[src/rtl/pipe_mux_pkg.sv]
// Shared types and constants for the pipe_sel_mux block.
//   occ_e      : skid buffer occupancy (EMPTY, ONE, TWO)
//   ERR_CNT_W  : width of the optional out-of-range select counter
//   sel_width  : minimum select width able to address n channels
package pipe_mux_pkg;

  typedef enum logic [1:0] {
    EMPTY = 2'd0,
    ONE   = 2'd1,
    TWO   = 2'd2
  } occ_e;

  localparam int ERR_CNT_W = 16;

  function automatic int sel_width(input int n);
    return (n <= 2) ? 1 : $clog2(n);
  endfunction

endpackage

[src/rtl/pipe_mux_skid.sv]
// Generic 2-entry skid buffer with valid/ready on both sides.
// The output always comes from main_q; skid_q only holds the beat that
// arrived while main_q was stalled. in_ready is registered, so there is no
// combinational path from out_ready back to in_ready.
// Ports:
//   clk, rst_n          clock, async active-low reset
//   in_valid/in_ready   upstream handshake, in_data payload
//   out_valid/out_ready downstream handshake, out_data payload
module pipe_mux_skid
  import pipe_mux_pkg::*;
#(
  parameter int DW = 36
) (
  input  logic          clk,
  input  logic          rst_n,
  input  logic          in_valid,
  output logic          in_ready,
  input  logic [DW-1:0] in_data,
  output logic          out_valid,
  input  logic          out_ready,
  output logic [DW-1:0] out_data
);

  occ_e          state, state_nxt;
  logic [DW-1:0] main_q, skid_q;
  logic          ready_q;
  logic          acc, xfer;
  logic          ld_main_in, ld_main_skid, ld_skid;

  assign acc       = in_valid & ready_q;
  assign out_valid = (state != EMPTY);
  assign xfer      = out_valid & out_ready;
  assign in_ready  = ready_q;
  assign out_data  = main_q;

  always_comb begin
    state_nxt    = state;
    ld_main_in   = 1'b0;
    ld_main_skid = 1'b0;
    ld_skid      = 1'b0;
    case (state)
      EMPTY: if (acc) begin
        ld_main_in = 1'b1;
        state_nxt  = ONE;
      end
      ONE: begin
        if (acc && xfer) begin
          ld_main_in = 1'b1;           // pass-through at full rate
        end else if (acc) begin
          ld_skid   = 1'b1;            // main stalled: park beat in skid
          state_nxt = TWO;
        end else if (xfer) begin
          state_nxt = EMPTY;
        end
      end
      TWO: if (xfer) begin
        ld_main_skid = 1'b1;
        state_nxt    = ONE;
      end
      default: state_nxt = EMPTY;
    endcase
  end

  always_ff @(posedge clk or negedge rst_n) begin
    if (!rst_n) begin
      state   <= EMPTY;
      ready_q <= 1'b1;
      main_q  <= '0;
      skid_q  <= '0;
    end else begin
      state   <= state_nxt;
      ready_q <= (state_nxt != TWO);
      if (ld_main_in)        main_q <= in_data;
      else if (ld_main_skid) main_q <= skid_q;
      if (ld_skid)           skid_q <= in_data;
    end
  end

endmodule

[src/rtl/pipe_sel_mux.sv]
// N-way, W-bit registered select mux with valid/ready and 2-entry skid.
// Out-of-range selects (in_sel >= N) produce word 0 with out_err=1; the
// beat is still passed through in order.
// Optional build macro MUX_ERR_CNT_EN adds err_cnt, a saturating count of
// accepted out-of-range beats.
// Ports:
//   clk, rst_n                       clock, async active-low reset
//   in_valid, in_ready, in_sel,      upstream beat; channel k is
//   in_data                          in_data[k*W +: W]
//   out_valid, out_ready, out_data,  registered result, select echo and
//   out_sel, out_err                 range-error flag
//   err_cnt (MUX_ERR_CNT_EN only)    out-of-range beat counter
module pipe_sel_mux
  import pipe_mux_pkg::*;
#(
  parameter int N     = 5,
  parameter int W     = 32,
  parameter int SEL_W = 3
) (
  input  logic               clk,
  input  logic               rst_n,
  input  logic               in_valid,
  output logic               in_ready,
  input  logic [SEL_W-1:0]   in_sel,
  input  logic [N*W-1:0]     in_data,
  output logic               out_valid,
  input  logic               out_ready,
  output logic [W-1:0]       out_data,
  output logic [SEL_W-1:0]   out_sel,
  output logic               out_err
`ifdef MUX_ERR_CNT_EN
  ,
  output logic [ERR_CNT_W-1:0] err_cnt
`endif
);

  localparam int DW = SEL_W + 1 + W;

  if (SEL_W < sel_width(N)) begin : g_bad_cfg
    $error("pipe_sel_mux: SEL_W too narrow for N");
  end

  logic [N-1:0][W-1:0] ch;
  logic [W-1:0]        word;
  logic                sel_err;
  logic [DW-1:0]       skid_out;

  assign ch = in_data;

  // Match each channel index; nothing matching means out of range.
  always_comb begin
    word    = '0;
    sel_err = 1'b1;
    for (int k = 0; k < N; k++) begin
      if (in_sel == SEL_W'(k)) begin
        word    = ch[k];
        sel_err = 1'b0;
      end
    end
  end

  pipe_mux_skid #(.DW(DW)) u_skid (
    .clk       (clk),
    .rst_n     (rst_n),
    .in_valid  (in_valid),
    .in_ready  (in_ready),
    .in_data   ({in_sel, sel_err, word}),
    .out_valid (out_valid),
    .out_ready (out_ready),
    .out_data  (skid_out)
  );

  assign {out_sel, out_err, out_data} = skid_out;

`ifdef MUX_ERR_CNT_EN
  always_ff @(posedge clk or negedge rst_n) begin
    if (!rst_n)
      err_cnt <= '0;
    else if (in_valid && in_ready && sel_err && (err_cnt != '1))
      err_cnt <= err_cnt + 1'b1;
  end
`endif

endmodule

[config.mk]
export PLATFORM = sky130hd
export DESIGN_NAME = pipe_sel_mux
export DESIGN_NICKNAME = d
export VERILOG_FILES = /design/src/rtl/pipe_mux_pkg.sv /design/src/rtl/pipe_mux_skid.sv /design/src/rtl/pipe_sel_mux.sv
export SDC_FILE = /design/constraint.sdc
export NUM_CORES = 1
export LEC_CHECK = 0
export CORE_ASPECT_RATIO = 0.8
export CORE_UTILIZATION = 30
export DETAILED_ROUTE_END_ITERATION = 6
export DONT_BUFFER_PORTS = 1
export HOLD_SLACK_MARGIN = 0.06
export PLACE_DENSITY = 0.55
export SYNTH_ARGS = -nofsm -noshare
export SYNTH_HDL_FRONTEND = slang
export SYNTH_SLANG_ARGS = --single-unit
export TNS_END_PERCENT = 30
[constraint.sdc]
create_clock -name clk -period 2 [get_ports clk]
set_input_delay 0.5 -clock clk [delete_from_list [all_inputs] [get_ports clk]]
set_output_delay 0.5 -clock clk [all_outputs]
set_load 0.02 [all_outputs]
==> flow_summary.toml, run 1 <==
[global_routing]
grt_pass1_wl_mm = 20.87
antenna_found_initial = 1
grt_pass1_vias = 3737
grt_usage_pct = 17.06
grt_max_degree = 79
grt_overflow_total = 0

[detailed_routing]
viasPerCell = 5.668
totalWireLength_mm = 13.40
drt_iter0_drc = 236
route.detailed.drc = 0
ant_nets = 0
firstDrtPassIters = 5
wl_per_cell_um = 20.42
vias = 3718

[timing]
rsz0062_at_grt = "no"
slew_viol_final = 0
max_slew_margin_pct = 63.14
hold_ws_ps = -141.6
finClkSkew_ps = 6.360
setup_tns_ps = 0
worst_pin_slew_ps = 549.9
finalHoldViolations = 74
min_period_ps = 1766
setup_violations = 0
fin_crit_sh_pct = 88.28
fmax_ghz = 0.5664

[die]
initial_core_util_pct = 30.78
core_sq_um = 15010
dieArea_sq_um = 15910
die_h_um = 113.0
num_rows = 40
fp.dieW_um = 140.8
ios = 205

[cts]
cts_htree_levels = 3
clock_latency_ps = 340
clk_pin_slew_ps = 60
ctsResizeCount = 0
ctsLongestPathBuffers = 2
cts_tree = "yes"
clock-sinks = 75
root_buffer = "clkbuf_16"
post-cts-setup-buffers = 0
numCtsBuffers = 9

[yosys]
synth_edf_count = 0
synth_cells = 482
synth_flop_cell = "dfrtp_1"
synth_cell_types = 54
ys_warn_count = 0
syn_avg_cell_area_sq_um = 9.589
syn_nets = 649
async_flop_share_pct = 100.0
ys_ff_latch = 75
netlist_area_sq_um = 4622
seq_area_frac_synth_pct = 40.63

[critical_path]
cp.depth = 4
worstSetupPathType = "flop to flop"
reg2reg_depth = 4
required_ps = 2250
crit_arrival_ps = 2010
cpPeakStageDelay_ps = 530
end_kind = "flop"
crit_buf_inv = 0
crit_path_start_kind = "flop"
crit_chain = "and3b_1 -> and2_1 -> o221ai_1 -> o22ai_1"
path_delay_family = "simple AND/OR/NAND/NOR gates"
cpMaxStageDelayCell = "dfstp_2"
cp_max_fo = 8

[placed_design]
gp_congestion = 0.8423
dp_hpwl_mm = 9.264
place_area_sq_um = 4713
io_buffers = 0

[power]
max-vdd-ir-drop_v = 0.0006000
total_power_mw = 6.674
p_per_area_nw_per_um2 = 1325
p_leak_nw = 2.083

[status]
violations = "negative hold slack"
status = "complete, but fails checks"

[cells_and_area]
layout.nets = 628
final_cell_mix = "nand2_1, dfrtp_1, o21ai_0"
utilization_pct = 33.54
syn_to_final_growth_pct = 8.960
final_common_cell = "nand2_1"
drive_above_1_share_pct = 15.45
final_area_sq_um = 5036

[min_path]
hold_path_class = "input port to async pin"

[job]
cap_violations = 0
## cell usage after synthesis (7+ instances only)
cell type | instances | area, sq um
a21oi_1 | 28 | 140.1
a22oi_1 | 27 | 202.7
a22oi_2 | 9 | 112.6
and3_1 | 23 | 143.9
buf_2 | 26 | 130.1
clkbuf_1 | 7 | 26.28
dfrtp_1 | 74 | 1852
mux2i_1 | 19 | 190.2
mux4_2 | 10 | 225.2
nand2_1 | 91 | 341.6
nand3b_1 | 11 | 82.58
o21ai_0 | 38 | 190.2
o21ai_1 | 21 | 105.1
o2bb2ai_1 | 8 | 70.07
## cells by family (layout without fill, tap and decap cells)
logic type,Yosys count,in the layout,synth area share (%)
xor+xnor,1,1,0.1895
flops,75,75,40.63
compound gates,166,166,25.72
other cells,0,1,0
buf+inv,50,34,6.686
mux,35,35,10.45
simple gates,155,155,16.32
## per-stage QoR
stage	setup WS, ps	cells
2_1_floorplan	382.9	482
3_3_place_gp	324.8	639
3_5_place_dp	235.8	639
4_1_cts	234.6	655
5_1_grt	84.28	655
6_report	234.4	656
## routing by layer
layer	vias up	part of all wire, %	global-route usage [%]	routed length (um)
li1	1727	-	-	-
met1	1828	43	22.17	5812
met2	147	46	26.77	6206
met3	16	8.9	5.925	1195
met4	0	1.4	5.072	182
met5	-	0	0	0
## final timing paths
path | endpoint | slack, ps | start
max in group asynchronous | u_skid.in_ready | 1930 | rst_n
hold / removal | u_skid.out_data[27] | -140 | rst_n
setup reg to reg | u_skid.out_data[0] | 230 | u_skid.in_ready
setup / recovery | u_skid.out_data[0] | 230 | u_skid.in_ready
hold reg to reg | u_skid.skid_q[31] | 480 | u_skid.skid_q[31]
min in group clk | u_skid.skid_q[34] | 290 | in_sel[1]
## sequential cells by signal, summed over array words and instances, names as in the netlist
| register | count |
|---|---|
| u_skid.out_data | 36 |
| u_skid.skid_q | 36 |
| u_skid.in_ready | 1 |
| u_skid.state | 2 |
## cell type report
type	count	area, sq um
Clock inverter	4	73.82
Sequential cell	75	1878
Timing Repair Buffer	15	150.1
Clock buffer	12	246.5
Multi-Input combinational cell	357	2437
Antenna cell	1	2.502
Inverter	3	11.26
Tap cell	189	236.5
Fill cell	1532	9978
## power breakdown
group	leakage [nW]	switching, mW	total [mW]	internal, mW
logic	0.993	0.893	1.68	0.782
clock network	0.157	0.627	1.75	1.13
registers	0.933	1.01	3.24	2.24
total	2.08	2.53	6.67	4.15
Power figures use the tool's default switching activity.
==> run 2, diff against run 1 <==
ABC_CLOCK_PERIOD_IN_PS = 1500   (was default)
PLACE_DENSITY = 0.56   (was 0.55)
clock period = 1.5 ns   (was 2 ns; I/O delays follow)
==> flow_summary.toml, run 2 (synthesized netlist as in run 1, its figures left out) <==
[cts]
numCtsBuffers = 9
cts_htree_levels = 3
clock_latency_ps = 330
ctsLongestPathBuffers = 2
clock-sinks = 75
cts_tree = "yes"
root_buffer = "clkbuf_16"
clk_pin_slew_ps = 60

[timing]
fin_crit_sh_pct = 100.4
layout_setup_ws_ps = -5.933
setup_violations = 1
rsz0062_at_grt = "yes"
min_period_ps = 1506
max_slew_margin_pct = 67.34
worst_pin_slew_ps = 487.8
hold_ws_ps = -260.0
finClkSkew_ps = 3.456
slew_viol_final = 0
fmax_ghz = 0.6640
finalHoldViolations = 75

[placed_design]
io_buffers = 0
place_inst = 648
dp_hpwl_mm = 9.558
gp_congestion = 0.8496
pre_cts_slack_ps = -9.959

[global_routing]
grt_pass1_wl_mm = 21.13
grt_max_degree = 79
grt_pass1_vias = 3726
antenna_found_initial = 1
grt_usage_pct = 17.46
grt_overflow_total = 0

[detailed_routing]
ant_nets = 0
viasPerCell = 5.655
totalWireLength_mm = 13.70
wl_per_cell_um = 20.48
vias = 3783
route.detailed.drc = 0
drt_iter0_drc = 209
firstDrtPassIters = 4

[die]
ios = 205
core_sq_um = 15010
initial_core_util_pct = 30.78
dieArea_sq_um = 15910
die_h_um = 113.0
num_rows = 40
fp.dieW_um = 140.8

[power]
p_per_area_nw_per_um2 = 1750
total_power_mw = 9.076
max-vdd-ir-drop_v = 0.0007019
p_leak_nw = 2.160

[critical_path]
required_ps = 1120
worstSetupPathType = "flop to primary output"
end_kind = "primary output"
crit_arrival_ps = 1130
crit_path_start_kind = "flop"
cp_max_fo = 3

[cells_and_area]
final_cell_mix = "nand2_1, dfrtp_1, o21ai_0"
final_cells = 669
fillerInstances = 1533
drive_above_1_share_pct = 19.62
utilization_pct = 34.53
syn_to_final_growth_pct = 12.18
multi_input_comb_area_sq_um = 2472
seq_area_sq_um = 1878
final_common_cell = "nand2_1"
layout.nets = 641

[min_path]
hold_path_class = "input port to async pin"

[status]
violations = "negative hold slack, negative setup slack"
status = "complete, but fails checks"

[job]
cap_violations = 0
==> run 2: cell count changes in the layout (fill, tap and decap cells not counted), moves of 5 or more <==
| cell | delta |
|---|---|
| o21ai_0 | -5 |
| o21ai_1 | +5 |
| buf_6 | +6 |
| buf_4 | +7 |
==> run 2: through the flow <==
step | setup TNS (ps) | area (sq um)
detailed placement | -17.25 | 4781
global route | -508.6 | 5182
global placement | 0 | 4781
floorplan | 0 | 4622
CTS | -39.84 | 5132
finish | -5.933 | 5185
==> run 2: cell type report <==
type / instances / share of cell area [%]
Antenna cell: 1 / 0.04826
Clock buffer: 12 / 5.140
Clock inverter: 4 / 0.9170
Inverter: 3 / 0.2172
Multi-Input combinational cell: 357 / 47.68
Sequential cell: 75 / 36.22
Tap cell: 189 / 4.561
Timing Repair Buffer: 28 / 5.212
==> run 2: worst paths after layout <==
| check | from | end | slack [ps] | cells past startpoint |
|---|---|---|---|---|
| setup / recovery | u_skid.state[0] | out_valid | -6 | 2 |
| hold / removal | rst_n | u_skid.out_data[27] | -260 | 0 |
| setup reg to reg | u_skid.state[0] | u_skid.out_data[27] | 30 | 6 |
| hold reg to reg | u_skid.skid_q[31] | u_skid.skid_q[31] | 480 | 2 |
| max in group asynchronous | rst_n | u_skid.in_ready | 1570 | 0 |
| min in group clk | in_sel[1] | u_skid.skid_q[34] | 180 | 2 |
==> run 2: worst max-delay path, stage by stage, from the launching register on <==
cell and delay [ps]:
dfrtp_1 400, buf_6 130, or2_4 270
==> run 2: repair_timing <==
| item | CTS | global route |
|---|---|---|
| pin swaps | 1 | 2 |
| resized for setup | 5 | 16 |
| endpoints found under the setup margin | 12 | 42 |
| endpoints found under the hold margin | 75 | 75 |
| buffers inserted | 3 | 1 |
==> run 2: where the power goes <==
| group | switching [mW] | internal, mW | total [mW] |
|---|---|---|---|
| clock network | 0.814 | 1.42 | 2.23 |
| registers | 1.26 | 2.98 | 4.24 |
| logic | 1.36 | 1.25 | 2.61 |
==> run 2: layer usage <==
metal | share of wire [%] | track usage [%]
met5 | 0 | 0
met4 | 0.96 | 4.275
met2 | 47 | 28.26
met3 | 10 | 8.168
met1 | 41 | 21.00
==> run 3, diff against run 2 <==
BUFFER_PORTS_ARGS = -buffer_cell sky130_fd_sc_hd__buf_4   (was default)
DONT_BUFFER_PORTS = default   (was 1)
PLACE_DENSITY = 0.68   (was 0.56)
SETUP_SLACK_MARGIN = 0.02   (was default)
==> flow_summary.toml, run 3 (synthesized netlist as in run 1, its figures left out) <==
[global_routing]
grt_max_degree = 49
grt_overflow_total = 0
antenna_found_initial = 0
grt_pass1_vias = 5024
grt_pass1_wl_mm = 26.46
grt_usage_pct = 21.54

[die]
core_sq_um = 15010
num_rows = 40
ios = 205
fp.dieW_um = 140.8
initial_core_util_pct = 30.78
dieArea_sq_um = 15910
die_h_um = 113.0

[cells_and_area]
antenna_cells = 0
layout.nets = 879
drive_above_1_share_pct = 53.56
final_common_cell = "buf_4"
final_cell_mix = "buf_4, nand2_1, dfrtp_1"
final_area_sq_um = 7477
multi_input_comb_area_sq_um = 2764
fillerInstances = 1399
final_cells = 906
syn_to_final_growth_pct = 61.78
seq_area_sq_um = 1878

[timing]
worst_pin_slew_ps = 449.8
max_slew_margin_pct = 69.88
rsz0062_at_grt = "yes"
slew_viol_final = 0
finClkSkew_ps = 4.160
layout_setup_ws_ps = -129.1
fmax_ghz = 0.6139
fin_crit_sh_pct = 108.6
setup_violations = 69
finalHoldViolations = 0
min_period_ps = 1629

[critical_path]
cp_max_fo = 2
required_ps = 1120
reg2reg_depth = 6
crit_arrival_ps = 1250
r2r-start = "u_skid.state[1]"
end_kind = "primary output"
r2r_slack_ps = -100
reg2reg_to = "u_skid.out_data[30]"
worstSetupPathType = "flop to primary output"
crit_path_start_kind = "flop"

[detailed_routing]
vias = 4832
drt_iter0_drc = 278
viasPerCell = 5.333
route.detailed.drc = 0
ant_nets = 0
wl_per_cell_um = 18.89
totalWireLength_mm = 17.12
firstDrtPassIters = 5

[min_path]
holdPathStages = 3
worstHoldStart = "in_data[140]"
whs_endpoint = "u_skid.skid_q[12]"
hold_path_class = "input port to flop"

[status]
violations = "negative setup slack"
status = "complete, but fails checks"

[placed_design]
io_buffers = 204
place_inst = 875
dp_hpwl_mm = 12.21
gp_congestion = 0.8227
place_area_sq_um = 6585

[power]
p_per_area_nw_per_um2 = 1535
p_leak_nw = 3.415
max-vdd-ir-drop_v = 0.0006210

[cts]
ctsLongestPathBuffers = 2
clock-sinks = 75
clock_latency_ps = 340
numCtsBuffers = 9
root_buffer = "clkbuf_16"
cts_tree = "yes"
clk_pin_slew_ps = 60
cts_htree_levels = 3

[job]
cap_violations = 0
## run 3: changes by cell type in the layout (fill, tap and decap cells not counted), sizes merged
cell and delta:
buf +235, bufinv +1, diode -1, dlygate4sd3 +1, nand2 +1
## run 3: critical path, stage by stage, from the launching register on
cell     delay (ps)
dfrtp_1         410
buf_6           130
or2_4           240
buf_6           130
## run 3: stage by stage
stage / hold slack, ps / utilization, % / power, mW / TNS [ps] / setup WS, ps
6_report: 346.5 / 49.80 / 11.47 / -3648 / -129.1
5_1_grt: 359.5 / 49.80 / 12.11 / -6919 / -168.9
4_1_cts: 337.2 / 47.55 / 10.79 / -1416 / -108.4
3_5_place_dp: 236.7 / 43.86 / 8.008 / -7275 / -183.4
3_3_place_gp: 230.6 / 43.86 / 7.852 / -5590 / -137.5
2_1_floorplan: 79.41 / - / 5.926 / 0 / 22.17
## run 3: routing by layer
metal  GRT usage, %  up-vias  wire, um
li1               -     2234         -
met1          27.97     2417      7281
met2          36.25      150      8592
met3          4.401       31       930
met4          6.449        0       312
met5              0        -         0
## run 3: cell type report
| cell class | count | area share, % |
|---|---|---|
| clock buffers | 11 | 3.112 |
| flip-flops and latches | 75 | 25.12 |
| repair buffers | 265 | 30.46 |
| inverters | 3 | 0.1506 |
| clock inverters | 5 | 1.037 |
| well taps | 189 | 3.163 |
| multi-input cells | 358 | 36.96 |
## run 3: how the worst max path moves through the flow
stage | startpoint | end | slack [ps] | cells past startpoint
2_1_floorplan | in_sel[0] | u_skid.out_data[27] | 20 | 5
3_3_place_gp | in_sel[0] | u_skid.out_data[21] | -140 | 5
3_5_place_dp | in_sel[0] | u_skid.out_data[26] | -180 | 5
4_1_cts | u_skid.state[0] | out_valid | -110 | 3
5_1_grt | u_skid.state[1] | u_skid.out_data[22] | -170 | 6
6_report | u_skid.state[1] | out_valid | -130 | 3
## run 3: repair_timing
| action | CTS | global route |
|---|---|---|
| hold buffers | 1 | 0 |
| gates cloned | 3 | 1 |
| pin swaps | 0 | 10 |
| hold endpoints to repair | 11 | 0 |
| gates resized for setup | 38 | 69 |
| setup endpoints to repair | 37 | 76 |
| setup buffers | 6 | 4 |
## run 3: where the power goes
part	switching [mW]	total (mW)	internal (mW)
Sequential	0.629	3.62	2.99
Combinational	2.74	5.55	2.81
Clock	0.853	2.31	1.45
Total	4.23	11.5	7.25
